<file path="config.mk">
export PLATFORM = sky130hd
export DESIGN_NAME = ahb_sram_bridge
export DESIGN_NICKNAME = d
export VERILOG_FILES = /design/src/rtl/ahb_sram_bridge.sv
export SDC_FILE = /design/constraint.sdc
export NUM_CORES = 1
export LEC_CHECK = 0
export CAP_MARGIN = 20
export CORE_AREA = 2 2 74 76
export DETAILED_ROUTE_END_ITERATION = 10
export DIE_AREA = 0 0 76 78
export DONT_BUFFER_PORTS = 1
export PLACE_DENSITY_LB_ADDON = 0.2
export SETUP_SLACK_MARGIN = 0.15
export SYNTH_ARGS = -nofsm -noshare
export SYNTH_HDL_FRONTEND = slang
export SYNTH_SLANG_ARGS = --single-unit
</file>
<file path="constraint.sdc">
create_clock -name clk -period 2.15 [get_ports clk]
set_clock_uncertainty 0.15 [all_clocks]
set_input_delay 0.645 -clock clk [delete_from_list [all_inputs] [get_ports clk]]
set_output_delay 0.645 -clock clk [all_outputs]
set_load 0.1 [all_outputs]
</file>
<file path="src/rtl/ahb_sram_bridge.sv">
// ahb_sram_bridge
// AHB-Lite slave front-end for a single-port 32-bit word SRAM macro.
// Zero-wait-state reads and writes, byte/half/word lane masks, and a
// two-cycle ERROR response for misaligned, oversized or out-of-range accesses.
//
// state  | meaning
// -------+---------------------------------------------------------------
// IDLE   | no data phase pending
// WR     | write data phase: SRAM write strobe with registered address/mask
// RD     | read data phase: SRAM read strobe, hrdata straight from the macro
// ERR1   | first ERROR cycle: hreadyout low, hresp high, no SRAM strobes
// ERR2   | second ERROR cycle: hreadyout high, hresp high, no SRAM strobes

module ahb_sram_bridge #(
    parameter  int MEM_DEPTH  = 2048,
    parameter  int DATA_WIDTH = 32,   // only 32 is supported
    localparam int ADDR_W     = $clog2(MEM_DEPTH)
) (
    input  logic                  clk,
    input  logic                  reset,
    input  logic                  hsel,
    input  logic [31:0]           haddr,
    input  logic [1:0]            htrans,
    input  logic                  hwrite,
    input  logic [2:0]            hsize,
    input  logic                  hready,
    input  logic [DATA_WIDTH-1:0] hwdata,
    output logic [DATA_WIDTH-1:0] hrdata,
    output logic                  hreadyout,
    output logic                  hresp,
    output logic                  mem_write_en,
    output logic                  mem_read_en,
    output logic [3:0]            mem_mask,
    output logic [ADDR_W-1:0]     mem_address,
    output logic [DATA_WIDTH-1:0] mem_write_data,
    input  logic [DATA_WIDTH-1:0] mem_read_data
);

    typedef enum logic [2:0] {
        S_IDLE = 3'd0,
        S_WR   = 3'd1,
        S_RD   = 3'd2,
        S_ERR1 = 3'd3,
        S_ERR2 = 3'd4
    } state_t;

    state_t            state;
    state_t            state_nxt;
    logic              accept;
    logic              access_err;
    logic [3:0]        mask_nxt;
    logic [ADDR_W-1:0] addr_q;
    logic [3:0]        mask_q;

    // htrans[0] only separates NONSEQ from SEQ (and IDLE from BUSY); both
    // halves of each pair are treated alike here.
    logic unused_htrans_lsb;
    assign unused_htrans_lsb = htrans[0];

    // Address-phase decode: acceptance, lane mask and illegal-access classification.
    always_comb begin
        accept     = hsel & hready & htrans[1];
        mask_nxt   = 4'b0000;
        access_err = |haddr[31:ADDR_W+2];
        case (hsize)
            3'd0: mask_nxt = 4'b0001 << haddr[1:0];
            3'd1: begin
                mask_nxt = haddr[1] ? 4'b1100 : 4'b0011;
                if (haddr[0]) access_err = 1'b1;
            end
            3'd2: begin
                mask_nxt = 4'b1111;
                if (haddr[1:0] != 2'b00) access_err = 1'b1;
            end
            default: access_err = 1'b1;
        endcase
    end

    // State register.
    always_ff @(posedge clk) begin
        if (reset) state <= S_IDLE;
        else       state <= state_nxt;
    end

    // Capture word address and lane mask of each legal accepted transfer.
    // ERR1 is excluded: hready is low there, so nothing is really presented.
    always_ff @(posedge clk) begin
        if (reset) begin
            addr_q <= '0;
            mask_q <= 4'b0000;
        end else if (accept && !access_err && state != S_ERR1) begin
            addr_q <= haddr[ADDR_W+1:2];
            mask_q <= mask_nxt;
        end
    end

    // Next-state logic.
    always_comb begin
        state_nxt = S_IDLE;
        if (state == S_ERR1) begin
            state_nxt = S_ERR2;
        end else if (accept) begin
            if (access_err)  state_nxt = S_ERR1;
            else if (hwrite) state_nxt = S_WR;
            else             state_nxt = S_RD;
        end
    end

    // Outputs decoded from registered state. SRAM strobes are also masked by
    // reset so a data phase caught by reset never commits a write.
    always_comb begin
        hreadyout      = 1'b1;
        hresp          = 1'b0;
        hrdata         = '0;
        mem_write_en   = 1'b0;
        mem_read_en    = 1'b0;
        mem_mask       = 4'b0000;
        mem_address    = '0;
        mem_write_data = '0;
        case (state)
            S_WR: begin
                mem_write_en   = ~reset;
                mem_mask       = mask_q;
                mem_address    = addr_q;
                mem_write_data = hwdata;
            end
            S_RD: begin
                mem_read_en = ~reset;
                mem_mask    = mask_q;
                mem_address = addr_q;
                hrdata      = mem_read_data;
            end
            S_ERR1: begin
                hreadyout = 1'b0;
                hresp     = 1'b1;
            end
            S_ERR2: begin
                hresp = 1'b1;
            end
            default: ;
        endcase
    end

endmodule

</file>
==> out/qor.yml <==
arrival_ns: 1.50
start_util_pct: 29.2
drc: 0
synth_cells: 184
fill_cells: 450
core_area_mm2: 0.00504
worstSkewPairLatency_ns: 0.25
grt.overflow.total: 0
synth_edf_count: 0
diodes: 0
cts_inserted_buffers: 3
cp-end-kind: "output port"
drt_iter0_drc: 36
totalWireLength_um: 5530
die_h_um: 78
cts-htree-levels: 1
violations: "negative setup slack"
vias: 1418
rows: 26
finalHoldViolations: 0
setup_ws_ns: -0.143
ios: 189
reg2regPathDepth: 8
synthTopCellsByCount: "64 x and2_1, 27 x nand2b_1, 18 x dfxtp_1, 18 x nor2b_1, 15 x mux2i_1"
wl_per_cell_um: 19.6
timing.rr.end: "addr_q[9]"
maxSlewViolCount: 0
required_ns: 1.35
r2r_start: "state[0]"
die_area_mm2: 0.00593
antenna_found_initial: 0
cts-root-buf: "clkbuf_8"
power_leakage_nw: 0.897
hold_path_end: "state[1]"
fin_crit_ns: 2.29
postRouteAntennaNets: 0
ctsHoldBuffers: 0
worst_pin_slew_ns: 0.431
hold_path_class: "in -> reg"
first_pass_iters: 4
status: "finished, violations left"
max-vdd-ir-drop_mv: 0.213
grtUsageTotal_pct: 17.1
grt_pass1_vias: 1493
regToRegSetupSlack_ns: 0.18
nets: 320
rsz0062_at_grt: "true"
clock_path_buffers: 2
yosysTopAreaCell: "and2_1"
synth_ff_type: "dfxtp_1"
synth_area_leaders: "and2_1 27%, dfxtp_1 24%, nand2b_1 11%"
portBuffers: 0
grt_pass1_wl_um: 8240
p_total_uw: 874
dp_cells: 268
powerDensity_mw_per_mm2: 342
setup_viol: 81
finalNonFillerCells: 283
hpwl_um: 4490
layout-drive-gt1-share_pct: 62.0
synth.distinct_cells: 22
gp_congestion: 0.839
max_slew_margin_pct: 71.1
synth_most_common_cell: "and2_1"
synth.net_count: 290
path_clk_slew_ns: 0.07
viasPerCell: 5.01
grt_max_degree: 33
hold_depth: 1
min_from: "reset"
pre_cts_ws_ns: -0.242
netlist.area_leader.share_pct: 27.2
cap_violations: 0
synth-async-reset-ratio_pct: 0
ys_ff_latch: 18
cts_sinks: 18
worstPathMaxFanout: 12
crit_type: "reg -> out"
period_share_pct: 107
start_kind: "register"
ys_warn_count: 0
area_delta_synth_final_pct: 73.9
die_w_um: 76
cts_tree: "done"
syn_area_per_cell_um2: 8.00
yosysSeqAreaShare_pct: 24.5
synth_area_mm2: 0.00147
max_freq_mhz: 436
[metrics by stage]
| stage | utilization, % | instance area, um^2 | TNS (ns) | hold slack (ns) |
|---|---|---|---|---|
| detailed placement | 45.4 | 2290 | -5.75 | 0.323 |
| CTS | 50.0 | 2520 | -8.64 | 0.302 |
| global route | 50.7 | 2560 | -12.55 | 0.291 |
| global placement | 45.4 | 2290 | -2.80 | 0.308 |
| floorplan | - | 1820 | -10.14 | 0.298 |
| finish | 50.7 | 2560 | -7.50 | 0.311 |
[where the power goes]
part	internal (mW)	switching [mW]	total [mW]
registers	0.332	0.00147	0.334
clock network	0.162	0.112	0.274
logic	0.0704	0.196	0.266
[worst max-delay path, stage by stage, from the launching register on]
cell and delay [ns]:
dfxtp_4 0.37, nor3b_4 0.20, buf_6 0.14, nor2_4 0.04
buf_12 0.16, nor2b_4 0.14, buf_12 0.18
[sequential cells by signal, indices dropped and copies added, names as in the netlist]
name    flops
mask_q      4
state       3
addr_q     11
[logic make-up after synthesis]
logic type | after synthesis | synth area share, %
buf+inv | 13 | 3.83
xor+xnor | 1 | 1.11
simple gates | 124 | 53.6
mux | 15 | 10.2
flops | 18 | 24.5
compound gates | 13 | 6.80
[layout make-up]
type / count / area, um^2 / area share [%]
Clock buffer: 4 / 55.1 / 2.15
Multi-Input combinational cell: 153 / 1380 / 54.1
Timing Repair Buffer: 36 / 656 / 25.6
Inverter: 2 / 7.51 / 0.293
Sequential cell: 18 / 369 / 14.4
Tap cell: 70 / 87.6 / 3.42
[how the worst max path moves through the flow]
stage | startpoint | end | slack (ns)
after floorplan | state[2] | hresp | -0.54
after global placement | state[1] | mem_address[0] | -0.19
after detailed placement | state[1] | mem_address[6] | -0.24
after CTS | state[1] | mem_address[6] | -0.16
after global routing | state[1] | mem_address[7] | -0.21
final | state[0] | mem_address[6] | -0.14
[placed cells by master (no fill, tap or decap)]
| cell type | instances |
|---|---|
| nor4_1 | 3 |
| a21boi_0 | 1 |
| dfxtp_2 | 1 |
| buf_4 | 4 |
| clkbuf_8 | 4 |
| o21ai_4 | 1 |
| nor2_4 | 1 |
| a2111oi_4 | 1 |
| buf_6 | 4 |
| buf_16 | 2 |
| nor4_2 | 1 |
| mux2i_1 | 15 |
| nand3b_1 | 1 |
| nand4_1 | 2 |
| nor2_1 | 3 |
| nor3b_4 | 2 |
| dfxtp_1 | 15 |
| buf_12 | 25 |
| nor2b_1 | 1 |
| clkbuf_16 | 1 |
| a211oi_1 | 4 |
| nand2b_1 | 27 |
| xor2_2 | 1 |
| nor4_4 | 1 |
| nand2_1 | 1 |
| a21oi_1 | 1 |
| o21ai_0 | 5 |
| and2_4 | 64 |
| inv_1 | 2 |
| nor2b_4 | 17 |
| dfxtp_4 | 2 |
[layer usage]
layer	routed length (um)	track usage, %	up-vias
li1	-	-	650
met1	1970	18.1	679
met2	3000	32.3	81
met3	484	6.28	8
met4	76	4.18	0
met5	0	0	-
[repair_timing]
| action | 4_1_cts | 5_1_grt |
|---|---|---|
| pin swaps | 47 | 16 |
| setup endpoints to repair | 83 | 98 |
| resized for setup | 20 | 0 |
| setup buffers | 6 | 2 |
| cloned | 2 | 1 |
Power figures use the tool's default switching activity.
